$ cat config.mk
export PLATFORM = sky130hd
export DESIGN_NAME = dp_job_sequencer
export DESIGN_NICKNAME = d
export VERILOG_FILES = /design/src/rtl/dp_pkg.sv /design/src/rtl/dp_job_sequencer.sv
export SDC_FILE = /design/constraint.sdc
export NUM_CORES = 1
export LEC_CHECK = 0
export BUFFER_PORTS_ARGS = -buffer_cell sky130_fd_sc_hd__buf_2
export CAP_MARGIN = 10
export CORE_ASPECT_RATIO = 0.75
export CORE_MARGIN = 3
export CORE_UTILIZATION = 57
export CTS_BUF_LIST = sky130_fd_sc_hd__clkbuf_2
export CTS_CLUSTER_DIAMETER = 200
export CTS_CLUSTER_SIZE = 24
export DETAILED_ROUTE_END_ITERATION = 7
export PLACE_DENSITY = 0.82
export SYNTH_ARGS = -nofsm -noshare
export SYNTH_HDL_FRONTEND = slang
export SYNTH_SLANG_ARGS = --single-unit
$ cat constraint.sdc
create_clock -name ACLK -period 4.58 [get_ports ACLK]
set_input_delay 1.374 -clock ACLK [delete_from_list [all_inputs] [get_ports ACLK]]
set_output_delay 1.374 -clock ACLK [all_outputs]
set_load 0.02 [all_outputs]
$ cat src/rtl/dp_pkg.sv
// Shared types and constants for the dot-product job sequencer.
package dp_pkg;

   typedef enum logic [3:0] {
      S_IDLE,
      S_CLEAR,
      S_A_ADDR,
      S_A_DATA,
      S_B_ADDR,
      S_B_DATA,
      S_FEED,
      S_WAIT_DONE,
      S_FINISH
   } state_t;

   localparam int DP_DATA_W = 8;
   localparam int DP_RES_W  = 32;

   // Width of a counter that must be able to hold the value 'timeout'.
   function automatic int tmo_cnt_w(input int timeout);
      return $clog2(timeout + 1);
   endfunction

endpackage

$ cat src/rtl/dp_job_sequencer.sv
// Job-level controller: fetches byte pairs from memory, feeds them to the
// dot-product accelerator one pair at a time and reports the final result.
module dp_job_sequencer
   import dp_pkg::*;
#(
   parameter int ADDR_W  = 32,
   parameter int LEN_W   = 16,
   parameter int TIMEOUT = 1024
) (
   input  logic                  ACLK,
   input  logic                  ARESETN,
   input  logic                  cfg_start,
   input  logic [ADDR_W-1:0]     cfg_base_a,
   input  logic [ADDR_W-1:0]     cfg_base_b,
   input  logic [LEN_W-1:0]      cfg_len,
   output logic                  busy,
   output logic                  done,
   output logic                  err,
   output logic [DP_RES_W-1:0]   result,
   output logic [ADDR_W-1:0]     mem_araddr,
   output logic                  mem_arvalid,
   input  logic                  mem_arready,
   input  logic [DP_DATA_W-1:0]  mem_rdata,
   input  logic                  mem_rvalid,
   output logic                  mem_rready,
   output logic [DP_DATA_W-1:0]  dp_a,
   output logic [DP_DATA_W-1:0]  dp_b,
   output logic                  dp_start,
   output logic                  inputs_ready,
   output logic                  dp_last,
   input  logic                  dp_done,
   input  logic [DP_RES_W-1:0]   dp_result
);

   localparam int TCNT_W = tmo_cnt_w(TIMEOUT);

   state_t              state;
   state_t              state_nxt;
   logic [ADDR_W-1:0]   base_a_q;
   logic [ADDR_W-1:0]   base_b_q;
   logic [LEN_W-1:0]    len_q;
   logic [LEN_W-1:0]    idx_q;
   logic [TCNT_W-1:0]   tcnt_q;
   logic                is_last;
   logic                tmo_hit;

   assign is_last = (idx_q == (len_q - LEN_W'(1)));
   // The TIMEOUT-th consecutive cycle in WAIT_DONE without dp_done expires the wait.
   assign tmo_hit = (tcnt_q == TCNT_W'(TIMEOUT - 1));

   // State register; reset aborts any job in flight.
   always_ff @(posedge ACLK or negedge ARESETN) begin
      if (!ARESETN) state <= S_IDLE;
      else          state <= state_nxt;
   end

   // Next-state logic: one outstanding read, A then B, then feed the pair.
   always_comb begin
      state_nxt = state;
      case (state)
         S_IDLE:      if (cfg_start) state_nxt = (cfg_len == '0) ? S_FINISH : S_CLEAR;
         S_CLEAR:     state_nxt = S_A_ADDR;
         S_A_ADDR:    if (mem_arready) state_nxt = S_A_DATA;
         S_A_DATA:    if (mem_rvalid)  state_nxt = S_B_ADDR;
         S_B_ADDR:    if (mem_arready) state_nxt = S_B_DATA;
         S_B_DATA:    if (mem_rvalid)  state_nxt = S_FEED;
         S_FEED:      state_nxt = is_last ? S_WAIT_DONE : S_A_ADDR;
         S_WAIT_DONE: if (dp_done || tmo_hit) state_nxt = S_FINISH;
         S_FINISH:    state_nxt = S_IDLE;
         default:     state_nxt = S_IDLE;
      endcase
   end

   // Output decode; every handshake/pulse output is a pure function of state.
   always_comb begin
      busy         = (state != S_IDLE) && (state != S_FINISH);
      done         = (state == S_FINISH);
      dp_start     = (state == S_CLEAR);
      inputs_ready = (state == S_FEED);
      dp_last      = (state == S_FEED) && is_last;
      mem_arvalid  = (state == S_A_ADDR) || (state == S_B_ADDR);
      mem_rready   = (state == S_A_DATA) || (state == S_B_DATA);
      mem_araddr   = '0;
      if (state == S_A_ADDR) mem_araddr = base_a_q + ADDR_W'(idx_q);
      if (state == S_B_ADDR) mem_araddr = base_b_q + ADDR_W'(idx_q);
   end

   // Job descriptor, element index, timeout counter, operand and status registers.
   always_ff @(posedge ACLK or negedge ARESETN) begin
      if (!ARESETN) begin
         base_a_q <= '0;
         base_b_q <= '0;
         len_q    <= '0;
         idx_q    <= '0;
         tcnt_q   <= '0;
         dp_a     <= '0;
         dp_b     <= '0;
         result   <= '0;
         err      <= 1'b0;
      end else begin
         case (state)
            S_IDLE: begin
               if (cfg_start) begin
                  base_a_q <= cfg_base_a;
                  base_b_q <= cfg_base_b;
                  len_q    <= cfg_len;
                  result   <= '0;
                  // A zero-length job is reported as an error straight away.
                  err      <= (cfg_len == '0);
               end
            end
            S_CLEAR:  idx_q <= '0;
            S_A_DATA: if (mem_rvalid) dp_a <= mem_rdata;
            S_B_DATA: if (mem_rvalid) dp_b <= mem_rdata;
            S_FEED: begin
               if (is_last) tcnt_q <= '0;
               else         idx_q  <= idx_q + LEN_W'(1);
            end
            S_WAIT_DONE: begin
               // dp_done takes priority over an expiry in the same cycle.
               if (dp_done) begin
                  result <= dp_result;
                  err    <= 1'b0;
               end else if (tmo_hit) begin
                  result <= '0;
                  err    <= 1'b1;
               end else begin
                  tcnt_q <= tcnt_q + TCNT_W'(1);
               end
            end
            default: ;
         endcase
      end
   end

endmodule
# Word level (Yosys, flattened, before mapping)
# Cells that the tools add are included.
# totals
register_bits	160
inputBits	126
out_inout_bits	88
word_cells	80
# op_classes
n_addsub	5
eq_ne	22
n_mux	25
reduce_logical	18
# ops
op	n
2-to-1 mux 32 bit	5
adder 32 x 16 -> 32 bit	2
case mux 32 bit (2 select lines)	1
2-to-1 mux 11 bit	3
case mux 16 bit (2 select lines)	1
case mux 4 bit (8 select lines)	1
2-to-1 mux 4 bit	7
case mux 11 bit (2 select lines)	1
inequality test 2 bit, second input constant	9
adder 16 x 1 -> 16 bit, second input constant	1
equality test 16 bit	1
equality test 4 x 3 -> 1 bit, second input constant	4
zero test 16 bit	1
2-to-1 mux 16 bit	1
subtractor 16 x 1 -> 16 bit, second input constant	1
adder 11 x 1 -> 11 bit, second input constant	1
equality test 11 x 10 -> 1 bit, second input constant	1
equality test 4 x 2 -> 1 bit, second input constant	2
AND reduction 2 bit	4
AND reduction 6 bit	1
nonzero test 2 bit	3
equality test 4 x 1 -> 1 bit, second input constant	1
equality test 4 bit, second input constant	1
zero test 4 bit	1
other kinds (11)	16

# Logic depth before layout (Yosys ltp)
# Gate-level depths: netlist of run 1.
# logic_depth
word_depth	4
depth_mapped	12
depth_no_buf	11

# Worst setup path after synthesis of run 1
# OpenSTA, ideal clock, no wires.
# synth_timing
path_kind	reg-to-output
start	register len_q[0]
end	output dp_last
arrival_time_ps	2710
required_ps	3206
setup_slack_ps	496
path_stages_with_launch	10
n_path_buf	0
cell_sequence	dfrtp_1 -> inv_1 -> ha_1 -> or4b_4 -> or3_1 -> a2111oi_2 -> nand3_1 -> nor4_1 -> nand2_1 -> nor3_1
# synth_via
elab_chain_cells	3
# synth_rtl
item	line	rtl
start, declared	dp_job_sequencer.sv:41	logic [LEN_W-1:0] len_q;
start signal, assigned	dp_job_sequencer.sv:106	len_q <= cfg_len;
subtractor 16 x 1 -> 16 bit	dp_job_sequencer.sv:47	assign is_last = (idx_q == (len_q - LEN_W'(1)));
equality test 16 bit	dp_job_sequencer.sv:47	
logical AND 1 bit	dp_job_sequencer.sv:80	dp_last = (state == S_FEED) && is_last;
end, declared	dp_job_sequencer.sv:30	output logic dp_last,
# No other way between the ends.

# Worst setup path in the final report of run 1
# layout_timing
start	register idx_q[0]
end	output mem_araddr[20]
# layout_via
elab_chain_cells	3
elab_cells_between_ends	4
classes_between	add/sub: 2; mux: 2
# layout_rtl
item	line	rtl
start, declared	dp_job_sequencer.sv:42	logic [LEN_W-1:0] idx_q;
start signal, assigned	dp_job_sequencer.sv:117	else idx_q <= idx_q + LEN_W'(1);
adder 32 x 16 -> 32 bit	dp_job_sequencer.sv:84	if (state == S_A_ADDR) mem_araddr = base_a_q + ADDR_W'(idx_q);
2-to-1 mux 32 bit	dp_job_sequencer.sv:84	
2-to-1 mux 32 bit (*)	dp_job_sequencer.sv:85	if (state == S_B_ADDR) mem_araddr = base_b_q + ADDR_W'(idx_q);
end, declared	dp_job_sequencer.sv:20	output logic [ADDR_W-1:0] mem_araddr,
# Mark *: on every way between the ends. The rest lies on a longest branch, timed or not.

==> results of run 1 <==
## sequential cells by signal (all words and copies together) (netlist names)
register,cells
base_a_q,32
base_b_q,32
result,32
idx_q,16
len_q,16
tcnt_q,11
dp_a,8
dp_b,8
state,4
err,1
## Yosys cell counts, drive strengths merged (8+ instances only)
master,n,area [um^2]
a211oi,12,90.1
a21o,10,75.1
a21oi,30,150
a22o,37,324
and3,19,119
buf,11,52.5
clkbuf,31,116
dfrtp,160,4000
ha,35,438
inv,20,75.1
mux2,18,203
mux2i,10,100
nand2,299,1120
nand2b,22,138
nand3,20,100
nand4,16,100
nor2,55,206
nor2b,8,50.1
nor3,21,110
nor4,13,87.6
o211ai,18,135
o21ai,40,200
o22ai,22,138
xnor2,45,394
xor2,37,324
## per-layer routing
layer,part of all wire,GRT usage
met1,0.41,0.438
met3,0.10,0.0713
met5,0.00023,0
met4,0.034,0.115
met2,0.46,0.463
## per-stage QoR
stage | power, mW | worst slack, ns
CTS | 6.88 | -0.233
detailed placement | 5.66 | 0.185
floorplan | 4.65 | 0.496
global placement | 5.56 | 0.271
finish | 7.19 | -0.306
global route | 7.63 | -0.519
## how the worst max path moves through the flow
stage	start	endpoint	slack, ns	depth (start not counted)
6_report	idx_q[0]$_DFFE_PN0P_	mem_araddr[20]	-0.31	13
5_1_grt	idx_q[0]$_DFFE_PN0P_	mem_araddr[20]	-0.52	13
4_1_cts	len_q[1]$_DFFE_PN0P_	dp_last	-0.23	10
3_5_place_dp	idx_q[1]$_DFFE_PN0P_	mem_araddr[30]	0.18	11
3_3_place_gp	idx_q[1]$_DFFE_PN0P_	mem_araddr[26]	0.27	11
2_1_floorplan	len_q[0]$_DFFE_PN0P_	dp_last	0.50	9
## repair_timing
item / CTS / global route
endpoints found under the setup margin: 27 / 28
cloned: 0 / 0
pin swaps: 52 / 45
hold buffers: 0 / 0
resized for setup: 137 / 42
hold endpoints to repair: 0 / 0
setup buffers: 40 / 16
## power by group
part / leakage, nW / internal, mW / switching (mW)
sequential: 2.05 / 1.97 / 0.606
combinational: 3.80 / 1.53 / 2.18
clock: 0.167 / 0.329 / 0.577
## critical path, stage by stage, from the launching register on
cell and delay [ns]:
dfrtp_1 0.46, ha_2 0.21, inv_2 0.04, fa_2 0.38
nor2b_2 0.18, o31a_1 0.20, o21ai_2 0.09, a211oi_2 0.18
buf_4 0.19, a2bb2oi_4 0.17, nand3_2 0.09, xor2_1 0.16
o22ai_1 0.21, buf_4 0.18
## area by class of cell
type	count	area, um^2	share of cell area
multi-input cells	863	5910	0.479
inverters	21	78.8	0.00639
repair buffers	289	1780	0.144
flip-flops and latches	160	4020	0.326
clock inverters	14	199	0.0161
diodes	1	2.50	0.000203
clock buffers	18	90.1	0.00730
well taps	210	263	0.0213
## logic make-up (layout without fill, tap and decap cells)
group | count (synthesis) | in the layout | share of synthesized area
muxes | 28 | 28 | 0.0319
and+or+nand+nor | 503 | 503 | 0.238
buffers and inverters | 63 | 342 | 0.0261
xor gates and xnor gates | 82 | 82 | 0.0756
other | 0 | 1 | 0
AOI/OAI and AO/OA | 213 | 213 | 0.156
adders and majority gates | 37 | 37 | 0.0503
DFF | 160 | 160 | 0.422
==> reports/results.tsv, run 1 <==
stage	metric	value	unit
logic_synthesis	async_flop_share	1.00	
timing	hold_viol_final	0	
logic_synthesis	synth_ff_type	dfrtp_1	
logic_synthesis	ys_ff_latch	160	
global_routing	grt_pass1_vias	9077	
cts	numCtsBuffers	17	
place	detailed_place_hpwl	19400	um
setup_path	r2r_end	tcnt_q[1]$_DFFE_PN0P_	
power	ir_drop	495	uV
floorplan	core_area	16200	um^2
setup_path	r2r_start	len_q[1]$_DFFE_PN0P_	
status	status	finished with violations	
timing	fin_crit_sh	1.07	
setup_path	worst-path-max-fanout	3	
setup_path	end_kind	output port	
place	port_buffers	213	
logic_synthesis	seq_area_frac_synth	0.422	
global_routing	grt-ovfl-total	0	
final_layout	n_fill_cell	1088	
detailed_routing	via_per_inst	6.10	
detailed_routing	drt_iter0_drc	1095	
detailed_routing	detail-route-antenna-nets	0	
final_layout	final_cell_area	12300	um^2
timing	tightestPinTransition	1.16	ns
timing	max_freq	205	MHz
detailed_routing	wl_per_cell	19.3	um
timing	maxSlewViolCount	0	
timing	period_minus_slack	4.89	ns
timing	fin_hold_ws	0.516	ns
final_layout	final_layout_size_suffix_gt1_frac	0.330	
cts	numClockSinks	160	
global_routing	grt_antenna_before_repair	2	
detailed_routing	wirelength	30400	um
setup_path	crit_path_start_kind	flip-flop	
timing	fin_ws	-0.306	ns
place	globalplace.congestion	0.943	
logic_synthesis	yosys_warnings	0	
timing	rsz0062_at_grt	true	
floorplan	design.die.area	18300	um^2
logic_synthesis	postSynthCellCount	1086	
floorplan	die_y	118	um
cts	cts_tree	built	
cts	clock_path_buffers	2	
cts	insertion_delay	0.79	ns
final_layout	stdcell_count	1576	
floorplan	die_w	155	um
setup_path	r2r_setup_slack	0.87	ns
final_layout	nets	1515	
place	place_inst	1487	
detailed_routing	drc	0	
detailed_routing	drt_pass1_iterations	6	
final_layout	final_util	0.764	
final_layout	area_growth	30.0	%
global_routing	grt_use_total	0.309	
timing	slew_headroom	0.228	
logic_synthesis	synth_edf_count	0	
timing	setup_violations	22	
logic_synthesis	avgSynthCellArea	8.74	um^2
floorplan	rows	40	
power	p_per_area	583	nW/um^2
cts	cts-root-buf	clkbuf_2	
run	maxCapViolCount	0	
final_layout	final_common_cell	nand2_1	
status	violations	negative setup slack	
setup_path	critPathRequiredTime	3.21	ns
min_path	hp-class	in2async	
place	postPlaceCellArea	10800	um^2
logic_synthesis	ys_types	66	
timing	fin_worst_skew	0.0441	ns
power	p_leak	6.02	nW
detailed_routing	vias	9621	
floorplan	initial_core_util	0.587	
logic_synthesis	synth_area	9490	um^2
setup_path	criticalPathCategory	reg2out	
global_routing	grt_pass1_wl	45800	um
floorplan	io-pin-count	214	
final_layout	mostFrequentLayoutCells	nand2_1, buf_2, dfrtp_1	
cts	h-tree-depth	4	
logic_synthesis	syn_nets	1249	
cts	clkTransAtPathRegs	0.25	ns
setup_path	crit_arrival	3.51	ns
setup_path	r2r.worst_path.cells	12	
global_routing	grt_max_degree	87	
timing	tns	-3.86	ns
(Power assumes the default switching activity.)
==> run 2, diff against run 1 <==
==> config.mk (replaced) <==
export PLATFORM = sky130hd
export DESIGN_NAME = dp_job_sequencer
export DESIGN_NICKNAME = d
export VERILOG_FILES = /design/src/rtl/dp_pkg.sv /design/src/rtl/dp_job_sequencer.sv
export SDC_FILE = /design/constraint.sdc
export NUM_CORES = 1
export LEC_CHECK = 0
export CAP_MARGIN = 10
export CORE_ASPECT_RATIO = 0.75
export CORE_MARGIN = 3
export CORE_UTILIZATION = 65
export CTS_BUF_LIST = sky130_fd_sc_hd__clkbuf_2
export CTS_CLUSTER_DIAMETER = 200
export CTS_CLUSTER_SIZE = 24
export DETAILED_ROUTE_END_ITERATION = 7
export DONT_BUFFER_PORTS = 1
export GPL_ROUTABILITY_DRIVEN = 0
export PLACE_DENSITY = 0.8
export SYNTH_ARGS = -nofsm -noshare
export SYNTH_HDL_FRONTEND = slang
export SYNTH_SLANG_ARGS = --single-unit
==> reports/results.tsv, run 2 (synthesis results as in run 1) <==
stage	metric	value	unit	change
floorplan	core_area	14000	um^2	-14%
place	postPlaceCellArea	9830	um^2	-9.3%
cts	cts-root-buf	clkbuf_2		
power	ir_drop	606	uV	+22%
detailed_routing	drt_pass1_iterations	8		+2
setup_path	crit_arrival	3.54	ns	+0.03 ns
final_layout	top_regs	base_a_q x32, base_b_q x32, result x32		
setup_path	crit_path_start_kind	flip-flop		
timing	setup_violations	22		unchanged
floorplan	initial_core_util	0.679		+0.0918
timing	maxSlewViolCount	0		unchanged
floorplan	die_y	111	um	-6.0%
setup_path	r2r.worst_path.cells	11		-1
run	maxCapViolCount	0		unchanged
final_layout	nets	1316		-13%
final_layout	stdcell_count	1362		-14%
timing	period_minus_slack	4.92	ns	+0.0322 ns
timing	fin_worst_skew	0.0501	ns	+0.00606 ns
detailed_routing	vias	8973		-6.7%
setup_path	cp.depth	11		-2
cts	numClockSinks	160		unchanged
floorplan	design.die.area	16100	um^2	-12%
setup_path	endpoint	mem_araddr[26]		
setup_path	crit_slowest_cell	dfrtp_1		
final_layout	final_cell_area	11100	um^2	-9.8%
global_routing	grt_use_total	0.336		+0.0273
floorplan	io-pin-count	214		unchanged
cts	clkTransAtPathRegs	0.30	ns	+0.05 ns
global_routing	grt_max_degree	161		+85%
detailed_routing	wl_per_cell	21.2	um	+9.7%
setup_path	r2r_end	idx_q[1]$_DFFE_PN0P_		
cts	numCtsBuffers	17		unchanged
cts	cts_tree	built		
final_layout	final_layout_size_suffix_gt1_frac	0.209		-0.120
setup_path	critPathRequiredTime	3.21	ns	about the same
cts	insertion_delay	0.75	ns	-0.04 ns
status	violations	design-rule violations, negative setup slack		
setup_path	crit_family	compound AO/OA/AOI/OAI gates		
setup_path	cp_slowest_stage_delay	0.45	ns	about the same
setup_path	worst-path-max-fanout	4		+1
cts	clock_path_buffers	2		unchanged
final_layout	mostFrequentLayoutCells	nand2_1, dfrtp_1, buf_4		
timing	rsz0062_at_grt	true		
place	detailed_place_hpwl	18000	um	-7.3%
timing	tightestPinTransition	1.10	ns	-0.0570 ns
timing	hold_viol_final	0		unchanged
detailed_routing	via_per_inst	6.59		+7.9%
setup_path	end_kind	output port		
timing	fin_ws	-0.339	ns	-0.0322 ns
setup_path	r2r_start	len_q[0]$_DFFE_PN0P_		
floorplan	die_w	146	um	-6.1%
status	status	finished with violations		
detailed_routing	drt_iter0_drc	1010		-7.8%
detailed_routing	detail-route-antenna-nets	0		unchanged
timing	fin_crit_sh	1.07		+0.00703
setup_path	cp_cell_sequence	buf_6, ha_4, fa_2, a211oi_4, o21bai_2, a211oi_2, nor3_4, o211ai_1, xor2_1, o22ai_1, buf_4		
cts	h-tree-depth	4		unchanged
setup_path	criticalPathCategory	reg2out		
power	p_leak	5.08	nW	-16%
final_layout	area_growth	17.2	%	
final_layout	final_util	0.796		+0.0325
final_layout	n_fill_cell	926		-15%
setup_path	worstSetupStartpoint	idx_q[0]$_DFFE_PN0P_		
global_routing	grt_pass1_wl	44300	um	-3.2%
setup_path	r2r_setup_slack	0.87	ns	about the same
global_routing	grt_antenna_before_repair	1		-1
final_layout	final_common_cell	nand2_1		
timing	max_freq	203	MHz	-0.65%
global_routing	grt-ovfl-total	0		unchanged
power	p_per_area	609	nW/um^2	+4.5%
place	place_inst	1272		-14%
floorplan	rows	37		-7.5%
setup_path	crit_buf_inv	2		-1
min_path	hp-class	in2async		
detailed_routing	wirelength	28800	um	-5.2%
place	port_buffers	0		-100%
detailed_routing	drc	19		+19
place	dp_slack	0.138	ns	-0.0467 ns
global_routing	grt_pass1_vias	8665		-4.5%
timing	slew_headroom	0.266		+0.0380
run 2: per-layer routing:
metal / global-route usage / vias to the layer above / wire length, um
met5: 0 / - / 0
met2: 0.523 / 597 / 13300
li1: - / 3939 / -
met1: 0.456 / 4322 / 11300
met3: 0.0813 / 115 / 3110
met4: 0.137 / 0 / 1120
run 2: how the worst min path moves through the flow:
stage,to,depth (start not counted),slack (ns),start
2_1_floorplan,base_a_q[0]$_DFFE_PN0P_,2,0.45,base_a_q[0]$_DFFE_PN0P_
3_3_place_gp,base_b_q[0]$_DFFE_PN0P_,2,0.47,base_b_q[0]$_DFFE_PN0P_
3_5_place_dp,base_b_q[10]$_DFFE_PN0P_,2,0.47,base_b_q[10]$_DFFE_PN0P_
4_1_cts,base_a_q[22]$_DFFE_PN0P_,0,0.25,ARESETN
5_1_grt,base_a_q[21]$_DFFE_PN0P_,0,0.17,ARESETN
6_report,base_a_q[22]$_DFFE_PN0P_,0,0.26,ARESETN
run 2: power by group:
part | internal [mW] | total, mW | switching (mW)
Sequential | 1.97 | 2.85 | 0.888
Clock | 0.332 | 0.913 | 0.580
Combinational | 1.27 | 3.01 | 1.75
Total | 3.57 | 6.78 | 3.21
run 2: per-stage QoR:
stage | hold WS, ns | TNS [ns] | power (mW)
3_3_place_gp | 0.472 | 0 | 5.26
5_1_grt | 0.168 | -7.59 | 7.17
3_5_place_dp | 0.470 | 0 | 5.36
4_1_cts | 0.251 | -2.22 | 6.52
6_report | 0.260 | -3.94 | 6.78
2_1_floorplan | 0.452 | 0 | 4.65
run 2: repair_timing:
action,CTS,global route
hold buffers,0,0
resized for setup,107,21
buffers inserted,43,15
pin swaps,54,30
endpoints found under the hold margin,0,0
endpoints found under the setup margin,25,28
run 2: final cells by class:
type / instances / area, um^2 / share of cell area
multi-input combinational: 863 / 5790 / 0.520
sequential: 160 / 4020 / 0.361
timing repair buffer: 90 / 707 / 0.0635
tap: 195 / 244 / 0.0219
clock inverter: 14 / 198 / 0.0178
clock buffer: 18 / 90.1 / 0.00809
inverter: 21 / 78.8 / 0.00708
antenna: 1 / 2.50 / 0.000225
==> run 3, diff against run 2 <==
--- a/config.mk
+++ b/config.mk
@@ -16,6 +16,7 @@
 export DONT_BUFFER_PORTS = 1
 export GPL_ROUTABILITY_DRIVEN = 0
 export PLACE_DENSITY = 0.8
+export RECOVER_POWER = 50
 export SYNTH_ARGS = -nofsm -noshare
 export SYNTH_HDL_FRONTEND = slang
 export SYNTH_SLANG_ARGS = --single-unit
==> reports/results.tsv, run 3 (synthesis results as in run 1) <==
stage	metric	value	unit	change
floorplan	die_w	146	um	unchanged
setup_path	cp_slowest_stage_delay	0.45	ns	about the same
detailed_routing	via_per_inst	6.60		+0.11%
global_routing	grt_antenna_before_repair	1		unchanged
final_layout	final_layout_size_suffix_gt1_frac	0.208		-0.000858
timing	maxSlewViolCount	53		+53
timing	fin_crit_sh	1.07		about the same
detailed_routing	drc	2		-17
detailed_routing	detail-route-antenna-nets	0		unchanged
power	p_leak	5.08	nW	about the same
timing	period_minus_slack	4.92	ns	+0.00211 ns
detailed_routing	wirelength	28800	um	about the same
place	port_buffers	0		unchanged
setup_path	crit_arrival	3.55	ns	about the same
detailed_routing	drt_pass1_iterations	8		unchanged
floorplan	io-pin-count	214		unchanged
power	total_power	6.78	mW	about the same
floorplan	core_area	14000	um^2	unchanged
global_routing	grt_max_degree	161		unchanged
floorplan	rows	37		unchanged
floorplan	die_y	111	um	unchanged
final_layout	final_util	0.796		unchanged
setup_path	end_kind	output port		
timing	rsz0062_at_grt	true		
detailed_routing	wl_per_cell	21.2	um	about the same
final_layout	final_common_cell	nand2_1		
setup_path	worst-path-max-fanout	4		unchanged
timing	tightestPinTransition	1.71	ns	+0.614 ns
cts	holdBufCountCts	0		unchanged
timing	fin_ws	-0.341	ns	-0.00211 ns
setup_path	crit_buf_inv	2		unchanged
setup_path	r2r_start	len_q[0]$_DFFE_PN0P_		
detailed_routing	drt_iter0_drc	1010		unchanged
setup_path	crit_family	compound AO/OA/AOI/OAI gates		
run	maxCapViolCount	1		+1
global_routing	grt_pass1_wl	44300	um	unchanged
detailed_routing	vias	8983		+0.11%
final_layout	area_growth	17.2	%	unchanged
setup_path	criticalPathCategory	reg2out		
global_routing	grt_pass1_vias	8665		unchanged
final_layout	top_regs	base_a_q x32, base_b_q x32, result x32		
cts	numCtsBuffers	17		unchanged
cts	numClockSinks	160		unchanged
cts	insertion_delay	0.74	ns	about the same
min_path	hp-class	in2async		
cts	clkTransAtPathRegs	0.29	ns	about the same
place	detailed_place_hpwl	18000	um	unchanged
final_layout	nets	1316		unchanged
status	violations	design-rule violations, max-capacitance violations, max-slew violations, negative setup slack		
timing	setup_violations	20		-9.1%
timing	slew_headroom	-0.144		-0.411
final_layout	mostFrequentLayoutCells	nand2_1, dfrtp_1, buf_4		
cts	cts-root-buf	clkbuf_2		
timing	hold_viol_final	0		unchanged
floorplan	design.die.area	16100	um^2	unchanged
setup_path	cp_cell_sequence	buf_6, ha_4, fa_2, a211oi_4, o21bai_2, a211oi_2, nor3_4, o211ai_1, xor2_1, o22ai_1, buf_4		
global_routing	grt_use_total	0.336		unchanged
power	p_per_area	609	nW/um^2	about the same
cts	clock_path_buffers	2		unchanged
cts	cts_tree	built		
setup_path	crit_path_start_kind	flip-flop		
cts	h-tree-depth	4		unchanged
setup_path	worstSetupStartpoint	idx_q[0]$_DFFE_PN0P_		
timing	max_freq	203	MHz	about the same
power	ir_drop	605	uV	-0.25%
setup_path	critPathRequiredTime	3.21	ns	about the same
global_routing	grt-ovfl-total	0		unchanged
floorplan	initial_core_util	0.679		unchanged
setup_path	crit_slowest_cell	dfrtp_1		
timing	fin_worst_skew	0.0476	ns	-0.00251 ns
status	status	finished with violations		
-- run 3: cell type report --
| type | count | area (um^2) |
|---|---|---|
| multi-input cells | 863 | 5790 |
| clock buffers | 18 | 90.1 |
| clock inverters | 14 | 198 |
| repair buffers | 90 | 707 |
| flip-flops and latches | 160 | 4020 |
| inverters | 21 | 78.8 |
| fillers | 926 | 2850 |
| well taps | 195 | 244 |
| diodes | 1 | 2.50 |
-- run 3: report_power, final --
group	total (mW)	switching [mW]	internal (mW)
Clock	0.912	0.580	0.332
Combinational	3.01	1.74	1.27
Sequential	2.85	0.888	1.97
Total	6.78	3.21	3.57
-- run 3: what timing repair did --
item / CTS / global route
setup buffers: 43 / 15
resized for setup: 107 / 21
endpoints found under the setup margin: 25 / 28
pin swaps: 54 / 30
-- run 3: metal layers --
| metal | up-vias | track usage | part of all wire |
|---|---|---|---|
| li1 | 3941 | - | - |
| met4 | 0 | 0.137 | 0.039 |
| met5 | - | 0 | 0 |
| met1 | 4332 | 0.456 | 0.39 |
| met2 | 600 | 0.523 | 0.46 |
| met3 | 110 | 0.0813 | 0.11 |
-- run 3: worst register-to-register path, cell delays in order (launching register included) --
cell and delay (ns):
dfrtp_1 0.46, inv_2 0.09, ha_4 0.17, buf_4 0.18
or3_1 0.45, or3_1 0.33, a31o_2 0.25, a32o_1 0.23
nor3_1 0.44, nand2_1 0.45, nand2_1 0.25, mux2_2 0.35
-- run 3: per-stage QoR --
| step | hold WS (ns) | std cells | area [um^2] | setup TNS, ns | setup slack (ns) |
|---|---|---|---|---|---|
| after detailed placement | 0.470 | 1272 | 9830 | 0 | 0.138 |
| after global placement | 0.472 | 1272 | 9830 | 0 | 0.295 |
| after floorplan | 0.452 | 1086 | 9490 | 0 | 0.496 |
| after CTS | 0.251 | 1347 | 10900 | -2.22 | -0.221 |
| final | 0.266 | 1362 | 11100 | -3.92 | -0.341 |
| after global routing | 0.168 | 1362 | 11100 | -7.59 | -0.478 |
-- run 3: path summary, 6_finish.rpt --
| check | slack, ns | endpoint | cells after the start |
|---|---|---|---|
| max in group asynchronous | 4.03 | state[3]$_DFFE_PN0P_ | 0 |
| max | -0.34 | mem_araddr[26] | 11 |
| min in group ACLK | 0.53 | base_a_q[14]$_DFFE_PN0P_ | 2 |
| min | 0.27 | base_a_q[22]$_DFFE_PN0P_ | 0 |
| max reg2reg | 0.87 | idx_q[1]$_DFFE_PN0P_ | 11 |
| min reg2reg | 0.53 | base_a_q[14]$_DFFE_PN0P_ | 2 |
